### src/rtl/note_player_pkg.sv
// Shared constants, tuning table and state encoding for the note playback stage.
package note_player_pkg;

  localparam int unsigned NUM_STRINGS = 6;
  localparam int unsigned NUM_FRETS   = 5;
  localparam int unsigned HP_W        = 19;
  localparam int unsigned ADDR_W      = 6;
  localparam int unsigned WORD_W      = 32;

  // Half-period in 50 MHz cycles; rows E2 A2 D3 G3 B3 E4, columns fret 0..4.
  localparam logic [HP_W-1:0] HALF_PERIOD [NUM_STRINGS][NUM_FRETS] = '{
    '{19'd303360, 19'd286329, 19'd270274, 19'd255105, 19'd240787},
    '{19'd227273, 19'd214517, 19'd202477, 19'd191113, 19'd180387},
    '{19'd170262, 19'd160706, 19'd151686, 19'd143173, 19'd135137},
    '{19'd127553, 19'd120394, 19'd113636, 19'd107258, 19'd101238},
    '{19'd101238, 19'd95556,  19'd90193,  19'd85131,  19'd80353},
    '{19'd75843,  19'd71587,  19'd67568,  19'd63776,  19'd60197}
  };

  typedef enum logic [2:0] {
    S_IDLE,
    S_FETCH,
    S_WAIT,
    S_PLAY,
    S_DONE
  } state_e;

  function automatic logic is_busy(input state_e s);
    return (s == S_FETCH) || (s == S_WAIT) || (s == S_PLAY);
  endfunction

endpackage

### src/rtl/note_player_tone_voice.sv
// Square-wave tone generator for one string: phase flips every half_period cycles.
module tone_voice
  import note_player_pkg::*;
(
  input  logic        clk,
  input  logic        resetn,
  input  logic        restart,
  input  logic        enable,
  input  logic [18:0] half_period,
  output logic        phase
);

  logic [HP_W-1:0] cnt_q, cnt_d;
  logic            phase_q, phase_d;

  // Reload with half_period-1 so each phase level lasts exactly half_period cycles.
  always_comb begin
    cnt_d   = cnt_q;
    phase_d = phase_q;
    if (restart) begin
      cnt_d   = '0;
      phase_d = 1'b1;
    end else if (enable) begin
      if (cnt_q == '0) begin
        cnt_d   = half_period - HP_W'(1);
        phase_d = ~phase_q;
      end else begin
        cnt_d = cnt_q - HP_W'(1);
      end
    end
  end

  always_ff @(posedge clk) begin
    if (!resetn) begin
      cnt_q   <= '0;
      phase_q <= 1'b1;
    end else begin
      cnt_q   <= cnt_d;
      phase_q <= phase_d;
    end
  end

  assign phase = phase_q;

endmodule

### src/rtl/note_player.sv
// Steps through recorded note words on tempo beats and streams the six-voice mix to the codec.
module note_player
  import note_player_pkg::*;
#(
  parameter int unsigned RAM_LATENCY = 2,
  parameter logic [31:0] AMP         = 32'h0100_0000,
  parameter bit          LOOP        = 1'b0
) (
  input  logic        clk,
  input  logic        resetn,
  input  logic        start,
  input  logic        stop,
  input  logic        beat,
  input  logic [5:0]  last_addr,
  input  logic [31:0] ram_q,
  input  logic        audio_ready,
  output logic [5:0]  ram_address,
  output logic [31:0] audio_out,
  output logic        audio_write,
  output logic        playing,
  output logic [31:0] note
);

  localparam int unsigned WAIT_W = 4;

  state_e              state_q, state_d;
  logic [ADDR_W-1:0]   addr_q, addr_d;
  logic [WAIT_W-1:0]   wait_q, wait_d;
  logic [WORD_W-1:0]   note_q, note_d;
  logic [WORD_W-1:0]   audio_out_q, audio_out_d;
  logic                audio_write_q, audio_write_d;
  logic                playing_q, playing_d;

  logic                   voice_restart;
  logic                   src_active;
  logic [NUM_STRINGS-1:0] voice_on;
  logic [NUM_STRINGS-1:0] voice_phase;
  logic [HP_W-1:0]        voice_hp [NUM_STRINGS];
  logic [WORD_W-1:0]      mix_c;

  // Sequencer: stop beats start beats beat; beats outside S_PLAY are dropped.
  always_comb begin
    state_d       = state_q;
    addr_d        = addr_q;
    wait_d        = wait_q;
    note_d        = note_q;
    voice_restart = 1'b0;
    if (stop) begin
      state_d = S_IDLE;
      addr_d  = '0;
      note_d  = '0;
    end else if (start) begin
      state_d = S_FETCH;
      addr_d  = '0;
    end else begin
      case (state_q)
        S_FETCH: begin
          wait_d  = WAIT_W'(RAM_LATENCY);
          state_d = S_WAIT;
        end
        S_WAIT: begin
          if (wait_q <= WAIT_W'(1)) begin
            wait_d        = '0;
            note_d        = ram_q;
            voice_restart = 1'b1;
            state_d       = S_PLAY;
          end else begin
            wait_d = wait_q - WAIT_W'(1);
          end
        end
        S_PLAY: begin
          if (beat) begin
            if (addr_q == last_addr) begin
              if (LOOP) begin
                addr_d  = '0;
                state_d = S_FETCH;
              end else begin
                note_d  = '0;
                state_d = S_DONE;
              end
            end else begin
              addr_d  = addr_q + ADDR_W'(1);
              state_d = S_FETCH;
            end
          end
        end
        default: ;
      endcase
    end
  end

  // Highest set fret wins for each string.
  always_comb begin
    for (int s = 0; s < NUM_STRINGS; s++) begin
      voice_on[s] = 1'b0;
      voice_hp[s] = '0;
      for (int f = 0; f < NUM_FRETS; f++) begin
        if (note_q[NUM_STRINGS*f + s]) begin
          voice_on[s] = 1'b1;
          voice_hp[s] = HALF_PERIOD[s][f];
        end
      end
    end
  end

  for (genvar g = 0; g < NUM_STRINGS; g++) begin : g_voice
    tone_voice u_voice (
      .clk        (clk),
      .resetn     (resetn),
      .restart    (voice_restart),
      .enable     (voice_on[g]),
      .half_period(voice_hp[g]),
      .phase      (voice_phase[g])
    );
  end

  always_comb begin
    mix_c = '0;
    for (int s = 0; s < NUM_STRINGS; s++) begin
      if (voice_on[s]) begin
        mix_c = mix_c + (voice_phase[s] ? AMP : (32'd0 - AMP));
      end
    end
  end

  // Codec push: one-cycle strobe, never back to back, silent outside playback.
  always_comb begin
    playing_d     = is_busy(state_d);
    src_active    = (state_q == S_PLAY) ||
                    (((state_q == S_FETCH) || (state_q == S_WAIT)) && (note_q != '0));
    audio_out_d   = audio_out_q;
    audio_write_d = 1'b0;
    if (playing_d && src_active) begin
      if (audio_ready && !audio_write_q) begin
        audio_out_d   = mix_c;
        audio_write_d = 1'b1;
      end
    end else begin
      audio_out_d = '0;
    end
  end

  always_ff @(posedge clk) begin
    if (!resetn) begin
      state_q       <= S_IDLE;
      addr_q        <= '0;
      wait_q        <= '0;
      note_q        <= '0;
      audio_out_q   <= '0;
      audio_write_q <= 1'b0;
      playing_q     <= 1'b0;
    end else begin
      state_q       <= state_d;
      addr_q        <= addr_d;
      wait_q        <= wait_d;
      note_q        <= note_d;
      audio_out_q   <= audio_out_d;
      audio_write_q <= audio_write_d;
      playing_q     <= playing_d;
    end
  end

  assign ram_address = addr_q;
  assign audio_out   = audio_out_q;
  assign audio_write = audio_write_q;
  assign playing     = playing_q;
  assign note        = note_q;

endmodule

### config.mk
export PLATFORM = sky130hd
export DESIGN_NAME = note_player
export DESIGN_NICKNAME = d
export VERILOG_FILES = /design/src/rtl/note_player_pkg.sv /design/src/rtl/note_player_tone_voice.sv /design/src/rtl/note_player.sv
export SDC_FILE = /design/constraint.sdc
export NUM_CORES = 1
export LEC_CHECK = 0
export CORE_MARGIN = 3
export CORE_UTILIZATION = 35
export DETAILED_ROUTE_END_ITERATION = 8
export PLACE_DENSITY = 0.59
export SLEW_MARGIN = 20
export SYNTH_ARGS = -nofsm -noshare
export SYNTH_HDL_FRONTEND = slang
export SYNTH_HIERARCHICAL = 1
export SYNTH_SLANG_ARGS = --single-unit
### constraint.sdc
create_clock -name clk -period 13.56 [get_ports clk]
set_input_delay 2.712 -clock clk [delete_from_list [all_inputs] [get_ports clk]]
set_output_delay 2.712 -clock clk [all_outputs]
set_load 0.01 [all_outputs]
After elaboration in Yosys (flattened, before gate mapping) --
Index checks and enable logic that the tools add are counted.
Word-level totals: output and inout bits 72, ROM bits 0, RAM bits 0, word-level logic and storage cells 184, bits in registers 199, input port bits 44, latch bits 0, memories 0
Cells by class: reductions and logical operators 30, divide/modulo/power cells 0, multiplexer cells 95, equality and inequality tests 10, multiply operators 0, shift operators 0, bitwise gates (word level) 10, order comparisons 1, add/sub/neg operators 19
Operator list (count):
- 19-bit 2-to-1 mux | 31
- 32-bit 2-to-1 mux | 15
- 19-bit by 1-bit subtractor with 19-bit output (second input constant) | 12
- 32-bit adder | 5
- 19-bit logical NOT | 6
- 32-bit case mux with 2 select lines | 1
- 17-bit 2-to-1 mux | 3
- 18-bit 2-to-1 mux | 2
- 1-bit 2-to-1 mux | 35
- 32-bit nonzero test | 1
- 3-bit 2-to-1 mux | 5
- 2-bit AND reduction | 7
- 3-bit by 2-bit == test with 1-bit output (second input constant) | 4
- 1-bit NOT | 10
- 3-bit case mux with 3 select lines | 1
- 4-bit case mux with 2 select lines | 1
- 6-bit by 1-bit adder with 6-bit output (second input constant) | 1
- 3-bit by 1-bit == test with 1-bit output (second input constant) | 2
- 6-bit == test | 1
- 2-bit != test (second input constant) | 3
- 3-bit AND reduction | 2
- 5-bit AND reduction | 1
- 4-bit by 1-bit <= comparator with 1-bit output (second input constant) | 1
- 1-bit logical OR | 4
- 7 further kinds | 11

Depth between registers and ports, before layout --
Gate-level depths: netlist of the first run.
depth in word-level cells 16, depth in mapped cells 29, mapped depth without buffers 29

Cells and area by module --
The synthesis of the first run kept the hierarchy.
By module, submodules not included:
- tone_voice (g_voice[0].u_voice ...) | cells an instance 205, area an instance 1550.2 um^2, times used 5, seq. area each 400.4 um^2
- note_player | cells an instance 602, area an instance 4501.8 um^2, times used 1, seq. area each 1101.1 um^2
- tone_voice (g_voice[5].u_voice) | cells an instance 207, area an instance 1590.3 um^2, times used 1, seq. area each 400.4 um^2

Worst setup path before layout of the first run --
OpenSTA, ideal clock, no wires.
kind flip-flop to flip-flop, from register note_q[24] (netlist: note[24]), to register audio_out_q[31] (netlist: audio_out[31]), buffers on the path 0, arrival 6.405 ns, slack 7.075 ns, clock period less this slack 6.485 ns, required time 13.481 ns, cell stages (with the launch flop) 28, cell sequence dfxtp_1 -> nor4_4 -> inv_2 -> nor2_1 -> inv_1 -> fa_1 -> fa_1 -> a21o_1 -> inv_1 -> fa_1 -> a21oi_1 -> ha_1 -> and2_0 -> a221o_2 -> xnor2_1 -> o21ai_0 -> ha_1 -> nor2b_1 -> a41oi_1 -> a21oi_1 -> xor2_1 -> mux2_2 -> ha_1 -> or4_1 -> mux2i_1 -> nor2_1 -> xor2_1 -> a211oi_2
Between the ends: longest elaborated chain between the ends 12, elaborated cells on any way between the ends 17
RTL lines:
- start, declared | RTL line note_player.sv:29 | logic [WORD_W-1:0] note_q, note_d;
- start signal, assigned | RTL line note_player.sv:156 | note_q <= note_d;
- 1-bit 2-to-1 mux (*) | RTL line note_player.sv:98 | if (note_q[NUM_STRINGS*f + s]) begin
- net voice_on[0] | RTL line note_player.sv:36 | logic [NUM_STRINGS-1:0] voice_on;
- 32-bit 2-to-1 mux (*) | RTL line note_player.sv:120 | if (voice_on[s]) begin
- 32-bit adder | RTL line note_player.sv:121 | mix_c = mix_c + (voice_phase[s] ? AMP : (32'd0 - AMP));
- 32-bit 2-to-1 mux (*) | RTL line note_player.sv:120
- 32-bit adder | RTL line note_player.sv:121
- 32-bit 2-to-1 mux (*) | RTL line note_player.sv:120
- 32-bit adder | RTL line note_player.sv:121
- 32-bit 2-to-1 mux (*) | RTL line note_player.sv:120
- 32-bit adder | RTL line note_player.sv:121
- 32-bit 2-to-1 mux (*) | RTL line note_player.sv:120
- 32-bit adder | RTL line note_player.sv:121
- 32-bit 2-to-1 mux (*) | RTL line note_player.sv:120
- end signal, assigned | RTL line note_player.sv:157 | audio_out_q <= audio_out_d;
- end, declared | RTL line note_player.sv:30 | logic [WORD_W-1:0] audio_out_q, audio_out_d;
The timed path passes the listed nets; every way through them passes the cells marked *. A chain may end at the register's enable or synchronous reset.

Final worst setup path of the first run --
Ends and elaborated chain as after synthesis.

==> flow_summary.toml, run 1 <==
[timing]
hold_viol_final = 0
rsz0062_at_grt = "no"
setup_viol = 0
maxSlewHeadroom_pct = 31.6
max_freq_ghz = 0.134
slew_violations = 0
skew_ns = 0.0120
fin_crit_sh_pct = 55.0
min_period_ns = 7.46
hold_slack_ns = 0.496
worst_pin_slew_ns = 1.02
setup_tns_ns = 0

[yosys]
synth_top_area_share_pct = 25.3
synth_area_per_cell_um2 = 7.55
synth_common_cells = "nor2_1 (247), dfxtp_1 (175), a21oi_1 (121)"
ys_top_cells_by_area = "dfxtp_1 (25%), nor2_1 (6.7%), a21oi_1 (4.4%)"
synth-seq-area-share_pct = 25.3
yosys.area.top_type = "dfxtp_1"
synth-seq-cells = 175
synth_edf_count = 0
synthesis.area_um2 = 13800
yosysWarnings = 6
synthesis.instances = 1834
synth.most_common_cell = "nor2_1"
ys.flop_type = "dfxtp_1"
synth_cell_types = 91
ys_async_sr_fraction_pct = 0

[drt]
wl_um = 41800
viasPerCell = 5.94
vias = 14400
initialDrtViolationCount = 1044
antenna_left = 0
wl_per_cell_um = 17.3
first_pass_iters = 6
drc = 0

[power_and_ir_drop]
finalPower_mw = 1.31
irDropWorstVdd_uv = 85.6
power_density_nw_per_um2 = 83.1
leakagePower_nw = 6.29

[critical_path]
cp_slowest_stage_delay_ns = 0.56
worstSetupPathType = "reg -> reg"
cp_max_fo = 25
cp_top_family = "adder cells"
crit_required_ns = 13.94
crit_cells = 27
arrival_ns = 7.84
crit_path_start_kind = "flip-flop"
reg2reg_depth = 27
cp_slowest_cell = "fa_1"
crit_buf_inv = 3
cp-end-kind = "flip-flop"

[floorplan]
die_y_um = 205
rows = 72
fp.dieW_um = 205
start_util_pct = 35.7
die_area_um2 = 42000
ioPinCount = 116
core-area_um2 = 38800

[clock_network]
cts_hold_buf = 0
clkTransAtPathRegs_ns = 0.07
insertion_delay_ns = 0.46
cts-buffers-inserted = 17
cts.repair.resized = 0
cts_tree = "done"
htreeDepth = 4
clk_path_buf_depth = 2
cts_setup_buffers = 0
cts_root_buf = "clkbuf_16"
cts_sinks = 175

[global_routing]
grt_util_met3_pct = 3.10
grt_max_degree = 38
use_met1_pct = 25.5
grt_pass1_vias = 13400
busiest_layer = "met2"
grt.met2_usage_pct = 32.9
antenna_found_initial = 0
track_usage_pct = 19.5
overflow = 0
grt_first_pass_wirelength_um = 68100

[worst_hold_path]
whs_path_depth = 2
min_path_type = "reg -> reg"

[cells_and_area]
fin_nets = 1975
diodes = 0
area_delta_synth_final_pct = 14.2
drive_gt1_share_pct = 6.40

[place]
io_buffers = 91
gp_congestion = 0.878
dp_hpwl_um = 29700

[run]
cap_violations = 0

[outcome]
status = "complete, no violations"
registers in the layout (all words and copies together), names as in the netlist:
| register | count |
|---|---|
| wait_q | 4 |
| ram_address | 6 |
| audio_write | 1 |
| g_voice.u_voice/phase | 6 |
| audio_out | 8 |
| state_q | 3 |
| g_voice.u_voice/cnt_q | 114 |
| note | 32 |
| playing | 1 |
logic make-up (layout without fill, tap and decap cells):
family                     after synthesis  count (layout)  synth area share (%)
AOI/OAI and AO/OA                      563             563                  28.3
muxes                                   42              42                  3.22
other                                    1              54                0.0271
xor gates and xnor gates                42              42                  2.87
buffers and inverters                  186             204                  5.97
DFF                                    175             175                  25.3
and+or+nand+nor                        786             786                  30.4
adders and majority gates               39              39                  3.90
metrics by stage:
stage	util, %	area (um2)	worst slack, ns	cells
floorplan	-	14000	7.08	1887
global placement	39.1	15200	6.30	2391
detailed placement	39.1	15200	6.12	2391
CTS	40.7	15800	6.10	2423
global route	40.7	15800	5.58	2423
finish	40.7	15800	6.10	2423
cell usage in the layout (no fill, tap or decap), drive strengths merged, types with 32 or more instances in the layout:
| master | Yosys | routed |
|---|---|---|
| conb | 1 | 54 |
| o21ai | 77 | 77 |
| dfxtp | 175 | 175 |
| a21oi | 121 | 121 |
| a22oi | 43 | 43 |
| a211oi | 60 | 60 |
| inv | 65 | 71 |
| nor3 | 106 | 106 |
| nand2 | 111 | 111 |
| or4 | 55 | 55 |
| a31oi | 47 | 47 |
| nor4 | 40 | 40 |
| and3 | 32 | 32 |
| clkdlybuf4s50 | 0 | 91 |
| nor2 | 248 | 248 |
| ha | 32 | 32 |
worst reg2reg max path, cell delays in order, from the launching register on:
cell and delay (ns):
dfxtp_1 0.40, nor4_4 0.44, inv_2 0.11, nor2_1 0.22, inv_1 0.41, fa_1 0.57, fa_1 0.49, a21o_1 0.18
inv_1 0.09, fa_1 0.47, a21oi_1 0.21, ha_1 0.31, and2_0 0.17, a221o_2 0.40, xnor2_1 0.13, o21ai_0 0.24
ha_1 0.32, nor2b_1 0.15, a41oi_1 0.24, a21oi_1 0.12, xor2_1 0.15, mux2_2 0.28, ha_1 0.22, or4_1 0.52
mux2i_1 0.14, nor2_1 0.07, xor2_1 0.15, a211oi_2 0.20
report_power, final:
part | internal [mW] | switching (mW) | total, mW
sequential | 0.518 | 0.00641 | 0.524
combinational | 0.0877 | 0.146 | 0.234
clock | 0.317 | 0.238 | 0.556
total | 0.923 | 0.391 | 1.31
worst paths after layout:
kind                      start       endpoint  slack, ns
hold / removal    audio_out[26]  audio_out[26]       0.50
hold reg to reg   audio_out[26]  audio_out[26]       0.50
setup / recovery       note[24]  audio_out[31]       6.10
setup reg to reg       note[24]  audio_out[31]       6.10
layer usage:
metal,vias to the layer above,share of wire [%]
li1,7038,-
met1,6795,46
met2,485,46
met3,64,5.3
met4,0,2.4
met5,-,0
cell type report:
cell class,count,area (um2)
fillers,3940,23000
inverters,66,248
repair buffers,106,1020
multi-input cells,1526,9750
clock buffers,18,439
clock inverters,14,203
well taps,518,648
flip-flops and latches,175,3500
Power figures use the tool's default switching activity.
==> inputs of run 2 (changes only) <==
clock period = 7.5 ns   (was 13.56 ns; I/O delays follow)
==> run 2 against run 1 <==
Effect of this change:
- cell count up 0.21%
- setup slack worse by 5.5 ns
- maximum frequency up 7.4%
- sequential share of layout area about the same
- clock-buffer cell count up 1
- flip-flop and latch count unchanged
- die area unchanged
- highest routed layer unchanged
==> flow_summary.toml, run 2 (synthesis results as in run 1) <==
[clock_network]
clkTransAtPathRegs_ns = 0.07
cts_sinks = 175
htreeDepth = 4
clk_path_buf_depth = 2
cts_tree = "done"
cts_root_buf = "clkbuf_16"
cts-buffers-inserted = 17
insertion_delay_ns = 0.45

[timing]
setup_viol = 0
maxSlewHeadroom_pct = 33.1
rsz0062_at_grt = "no"
setup_tns_ns = 0
min_period_ns = 6.94
fin_crit_sh_pct = 92.6
hold_viol_final = 0
max_freq_ghz = 0.144
worst_pin_slew_ns = 0.992
skew_ns = 0.00811
slew_violations = 0

[critical_path]
cp-end-kind = "flip-flop"
worstSetupPathType = "reg -> reg"
crit_path_start_kind = "flip-flop"
cp_max_fo = 8
arrival_ns = 7.31
crit_required_ns = 7.87

[global_routing]
grt_pass1_vias = 13800
overflow = 0
grt_max_degree = 38
antenna_found_initial = 0
track_usage_pct = 19.9
grt_first_pass_wirelength_um = 69900

[cells_and_area]
final_util_pct = 40.6
largest_reg_flops = 114
diodes = 0
fin_nets = 1980
area_delta_synth_final_pct = 14.0
final_common_cell = "nor2_1"
top_register = "g_voice.u_voice/cnt_q"
drive_gt1_share_pct = 6.65
final_cell_mix = "nor2_1 (245), dfxtp_1 (175), a21oi_1 (121)"

[drt]
antenna_left = 0
first_pass_iters = 7
vias = 14500
initialDrtViolationCount = 1000
wl_um = 41800
viasPerCell = 5.97
drc = 0
wl_per_cell_um = 17.2

[floorplan]
rows = 72
core-area_um2 = 38800
die_y_um = 205
ioPinCount = 116
die_area_um2 = 42000
start_util_pct = 35.7
fp.dieW_um = 205

[place]
io_buffers = 91
dp_hpwl_um = 30100
gp_congestion = 0.885

[run]
cap_violations = 0

[outcome]
status = "complete, no violations"

[power_and_ir_drop]
power_density_nw_per_um2 = 144
leakagePower_nw = 6.28
irDropWorstVdd_uv = 134

[worst_hold_path]
min_path_type = "reg -> reg"
run 2: cell count changes in the layout (fill, tap and decap cells not counted):
cell | previous run | this run
buf_4 | 15 | 20
bufinv_16 | 4 | 1
clkbuf_1 | 0 | 1
clkinv_2 | 1 | 2
clkinv_4 | 2 | 3
inv_6 | 6 | 5
inv_8 | 0 | 1
nor2_1 | 246 | 245
nor2_2 | 0 | 1
o21ai_0 | 74 | 73
o21ai_1 | 2 | 3
run 2: power by group:
| part | leakage, nW | switching, mW | internal, mW |
|---|---|---|---|
| Clock | 0.281 | 0.425 | 0.474 |
| Combinational | 4.59 | 0.263 | 0.159 |
| Sequential | 1.41 | 0.0115 | 0.936 |
| Total | 6.28 | 0.699 | 1.57 |
run 2: final cells by class:
| type | instances | area, um2 |
|---|---|---|
| clock inverter | 13 | 129 |
| timing repair buffer | 111 | 1060 |
| clock buffer | 19 | 443 |
| tap | 518 | 648 |
| fill | 3972 | 23000 |
| multi-input combinational | 1526 | 9750 |
| sequential | 175 | 3500 |
| inverter | 66 | 248 |
run 2: per-layer routing:
layer | part of all wire (%) | routed length [um] | up-vias | track usage [%]
met2 | 47 | 19700 | 421 | 33.4
met5 | 0 | 0 | - | 0
met4 | 2.5 | 1060 | 0 | 6.71
met3 | 5.3 | 2210 | 62 | 3.59
met1 | 45 | 18900 | 6966 | 25.9
li1 | - | - | 7051 | -
run 2: final timing paths:
| check | startpoint | to | slack [ns] | cells after the start |
|---|---|---|---|---|
| setup / recovery | note[12] | audio_out[31] | 0.56 | 27 |
| hold / removal | audio_out[26] | audio_out[26] | 0.48 | 2 |
| setup reg to reg | note[12] | audio_out[31] | 0.56 | 27 |
| hold reg to reg | audio_out[26] | audio_out[26] | 0.48 | 2 |
run 2: worst max-delay path: stages (launching register included):
cell and delay (ns):
dfxtp_1 0.41, nor4_4 0.42, inv_2 0.12, nor2_2 0.17
inv_1 0.10, fa_1 0.44, fa_1 0.49, a21o_1 0.19
inv_1 0.10, fa_1 0.46, a21oi_1 0.21, ha_1 0.31
and2_0 0.17, a221o_2 0.40, xnor2_1 0.14, o21ai_1 0.19
ha_1 0.30, nor2b_1 0.15, a41oi_1 0.23, a21oi_1 0.12
xor2_1 0.15, mux2_2 0.28, ha_1 0.21, or4_1 0.52
mux2i_1 0.14, nor2_1 0.07, xor2_1 0.15, a211oi_2 0.22
run 2: per-stage QoR:
stage / std cells / hold WS, ns / cell area [um2] / power (mW) / setup WS [ns]
floorplan: 1887 / 0.475 / 14000 / 1.28 / 1.02
global placement: 2395 / 0.482 / 15200 / 1.38 / 0.704
detailed placement: 2395 / 0.483 / 15200 / 1.38 / 0.457
CTS: 2427 / 0.493 / 15800 / 2.29 / 0.419
global route: 2428 / 0.524 / 15800 / 2.38 / 0.0792
finish: 2428 / 0.475 / 15800 / 2.27 / 0.558
run 2: timing repair:
action                                  4_1_cts  5_1_grt
buffers inserted                              0        1
endpoints found under the setup margin        0        1
resized for setup                             0        2
hold buffers                                  0        0
==> inputs of run 3 (changes only) <==
--- a/config.mk
+++ b/config.mk
@@ -8,5 +8,5 @@
 export CORE_MARGIN = 3
-export CORE_UTILIZATION = 35
+export CORE_UTILIZATION = 25
 export DETAILED_ROUTE_END_ITERATION = 8
-export PLACE_DENSITY = 0.59
+export PLACE_DENSITY = 0.47
 export SLEW_MARGIN = 20
--- a/constraint.sdc
+++ b/constraint.sdc
@@ -3,2 +3,2 @@
 set_output_delay 1.5 -clock clk [all_outputs]
-set_load 0.01 [all_outputs]
+set_load 0.1 [all_outputs]
==> run 3 against run 2 <==
Effect of this change:
- clock power grew 3.4%
- core utilization decreased by 11 points
- clock-buffer cell count down 2
- via count down 1.0%
- die area is 39% higher
- global-route usage decreased by 4.7 points
- power is 3.9% higher
- register-to-register slack lost 0.08 ns
- setup slack got worse by 0.076 ns
- sequential share of layout area decreased by 0.42 points
- critical endpoint unchanged
- largest cell class unchanged
==> flow_summary.toml, run 3 (synthesis results as in run 1) <==
[critical_path]
crit_required_ns = 7.89
reg2reg_depth = 27
reg2reg_slack_ns = 0.48
regToRegEndpoint = "audio_out[31]"
cp-end-kind = "flip-flop"
worstSetupPathType = "reg -> reg"
arrival_ns = 7.41
cp_max_fo = 8
r2r_start = "note[18]"
crit_path_start_kind = "flip-flop"

[clock_network]
cts_tree = "done"
cts-buffers-inserted = 17
htreeDepth = 4
clkTransAtPathRegs_ns = 0.08
cts_root_buf = "clkbuf_16"
insertion_delay_ns = 0.47
cts_sinks = 175
cts_hold_buf = 0
clk_path_buf_depth = 2

[place]
gp_congestion = 0.852
dp_hpwl_um = 31900
io_buffers = 91
dp.cells = 2615

[cells_and_area]
drive_gt1_share_pct = 6.81
final_common_cell = "nor2_1"
seqCellArea_um2 = 3500
final_cell_mix = "nor2_1 (245), dfxtp_1 (175), a21oi_1 (120)"
fillers = 5812
area_delta_synth_final_pct = 16.2
final_cell_count_no_fill = 2648
multi_input_area_um2 = 9760
fin_nets = 1979
top_register = "g_voice.u_voice/cnt_q"
diodes = 0
largest_reg_flops = 114

[power_and_ir_drop]
leakagePower_nw = 6.29
power_density_nw_per_um2 = 147
p_sw_mw = 0.813
p_comb_share_pct = 20.3
switching_share_pct = 34.5
p_int_mw = 1.54
power_frac_seq_pct = 40.2
finalPower_mw = 2.36
clockPowerShare_pct = 39.4
irDropWorstVdd_uv = 164

[floorplan]
rows = 85
start_util_pct = 25.5
fp.dieW_um = 241
die_y_um = 241
core-area_um2 = 54300
ioPinCount = 116
die_area_um2 = 58200

[timing]
skew_ns = 0.0163
maxSlewHeadroom_pct = 25.8
hold_viol_final = 0
setup_tns_ns = 0
slew_violations = 0
setup_viol = 0
rsz0062_at_grt = "no"
fin_crit_sh_pct = 93.6
worst_pin_slew_ns = 1.11
hold_slack_ns = 0.491
min_period_ns = 7.02
max_freq_ghz = 0.142

[global_routing]
grt_first_pass_wirelength_um = 72900
grt_pass1_vias = 13700
overflow = 0
track_usage_pct = 15.2
grt_max_degree = 38
antenna_found_initial = 0

[drt]
antenna_left = 0
viasPerCell = 5.42
wl_per_cell_um = 16.9
drc = 0
first_pass_iters = 5
wl_um = 44800
vias = 14400
initialDrtViolationCount = 1277

[worst_hold_path]
hp-start = "audio_out[26]"
min_path_type = "reg -> reg"
whs_path_depth = 2
hold_path_end = "audio_out[26]"

[outcome]
status = "complete, no violations"

[run]
cap_violations = 0
==> run 3: changes by cell type in the layout (fill, tap and decap cells not counted), sizes merged <==
cell,previous run,this run
clkinvlp,1,0
bufinv,1,0
buf,20,19
inv,71,74
clkinv,6,7
clkbuf,19,17
==> run 3: critical path, stage by stage (launching register included) <==
cell and delay (ns):
dfxtp_1 0.40, nor4_4 0.41, inv_2 0.11, nor2_2 0.18, inv_1 0.11, fa_1 0.44, fa_1 0.49, a21o_1 0.18
inv_1 0.09, fa_1 0.48, a21oi_2 0.18, ha_1 0.29, and2_0 0.17, a221o_2 0.39, xnor2_1 0.13, o21ai_0 0.26
ha_1 0.33, nor2b_1 0.15, a41oi_1 0.22, a21oi_1 0.12, xor2_1 0.15, mux2_2 0.29, ha_1 0.22, or4_1 0.54
mux2i_1 0.16, nor2_1 0.07, xor2_1 0.15, a211oi_2 0.21
==> run 3: what timing repair did <==
item | CTS | global route
endpoints found under the hold margin | 0 | 0
setup buffers | 0 | 1
endpoints found under the setup margin | 0 | 2
gates resized for setup | 0 | 2
==> run 3: routing by layer <==
| metal | vias up | track usage (%) | share of wire (%) |
|---|---|---|---|
| li1 | 7063 | - | - |
| met1 | 6875 | 20.5 | 47 |
| met2 | 383 | 24.9 | 46 |
| met3 | 33 | 3.04 | 5.4 |
| met4 | 0 | 4.11 | 1.6 |
| met5 | - | 0 | 0 |
==> run 3: final cells by class <==
type / count / area share, %
clock inverter: 15 / 1.05
inverter: 66 / 1.54
tap: 739 / 5.75
timing repair buffer: 110 / 6.55
multi-input combinational: 1526 / 60.7
sequential: 175 / 21.8
clock buffer: 17 / 2.64
==> run 3: worst max path at each step <==
stage,to,from,cells past startpoint,slack (ns)
2_1_floorplan,audio_out[31],note[24],27,0.57
3_3_place_gp,audio_out[31],note[24],27,0.50
3_5_place_dp,audio_out[31],note[24],27,0.28
4_1_cts,audio_out[31],note[24],27,0.24
5_1_grt,audio_out[31],note[18],28,0.04
6_report,audio_out[31],note[18],27,0.48
==> run 3: stage by stage <==
stage / util [%] / worst slack, ns / area, um2
finish: 29.6 / 0.482 / 16100
global placement: 28.5 / 0.500 / 15500
floorplan: - / 0.572 / 14000
CTS: 29.6 / 0.239 / 16100
detailed placement: 28.5 / 0.275 / 15500
global route: 29.6 / 0.0433 / 16100
==> run 3: power groups by stage <==
stage | combinational [mW] | clock [mW] | sequential (mW)
after floorplan | 0.364 | 0 | 0.969
after detailed placement | 0.472 | 0 | 0.969
final | 0.479 | 0.930 | 0.948
after CTS | 0.474 | 0.966 | 0.947
after global routing | 0.523 | 0.996 | 0.949
after global placement | 0.471 | 0 | 0.969
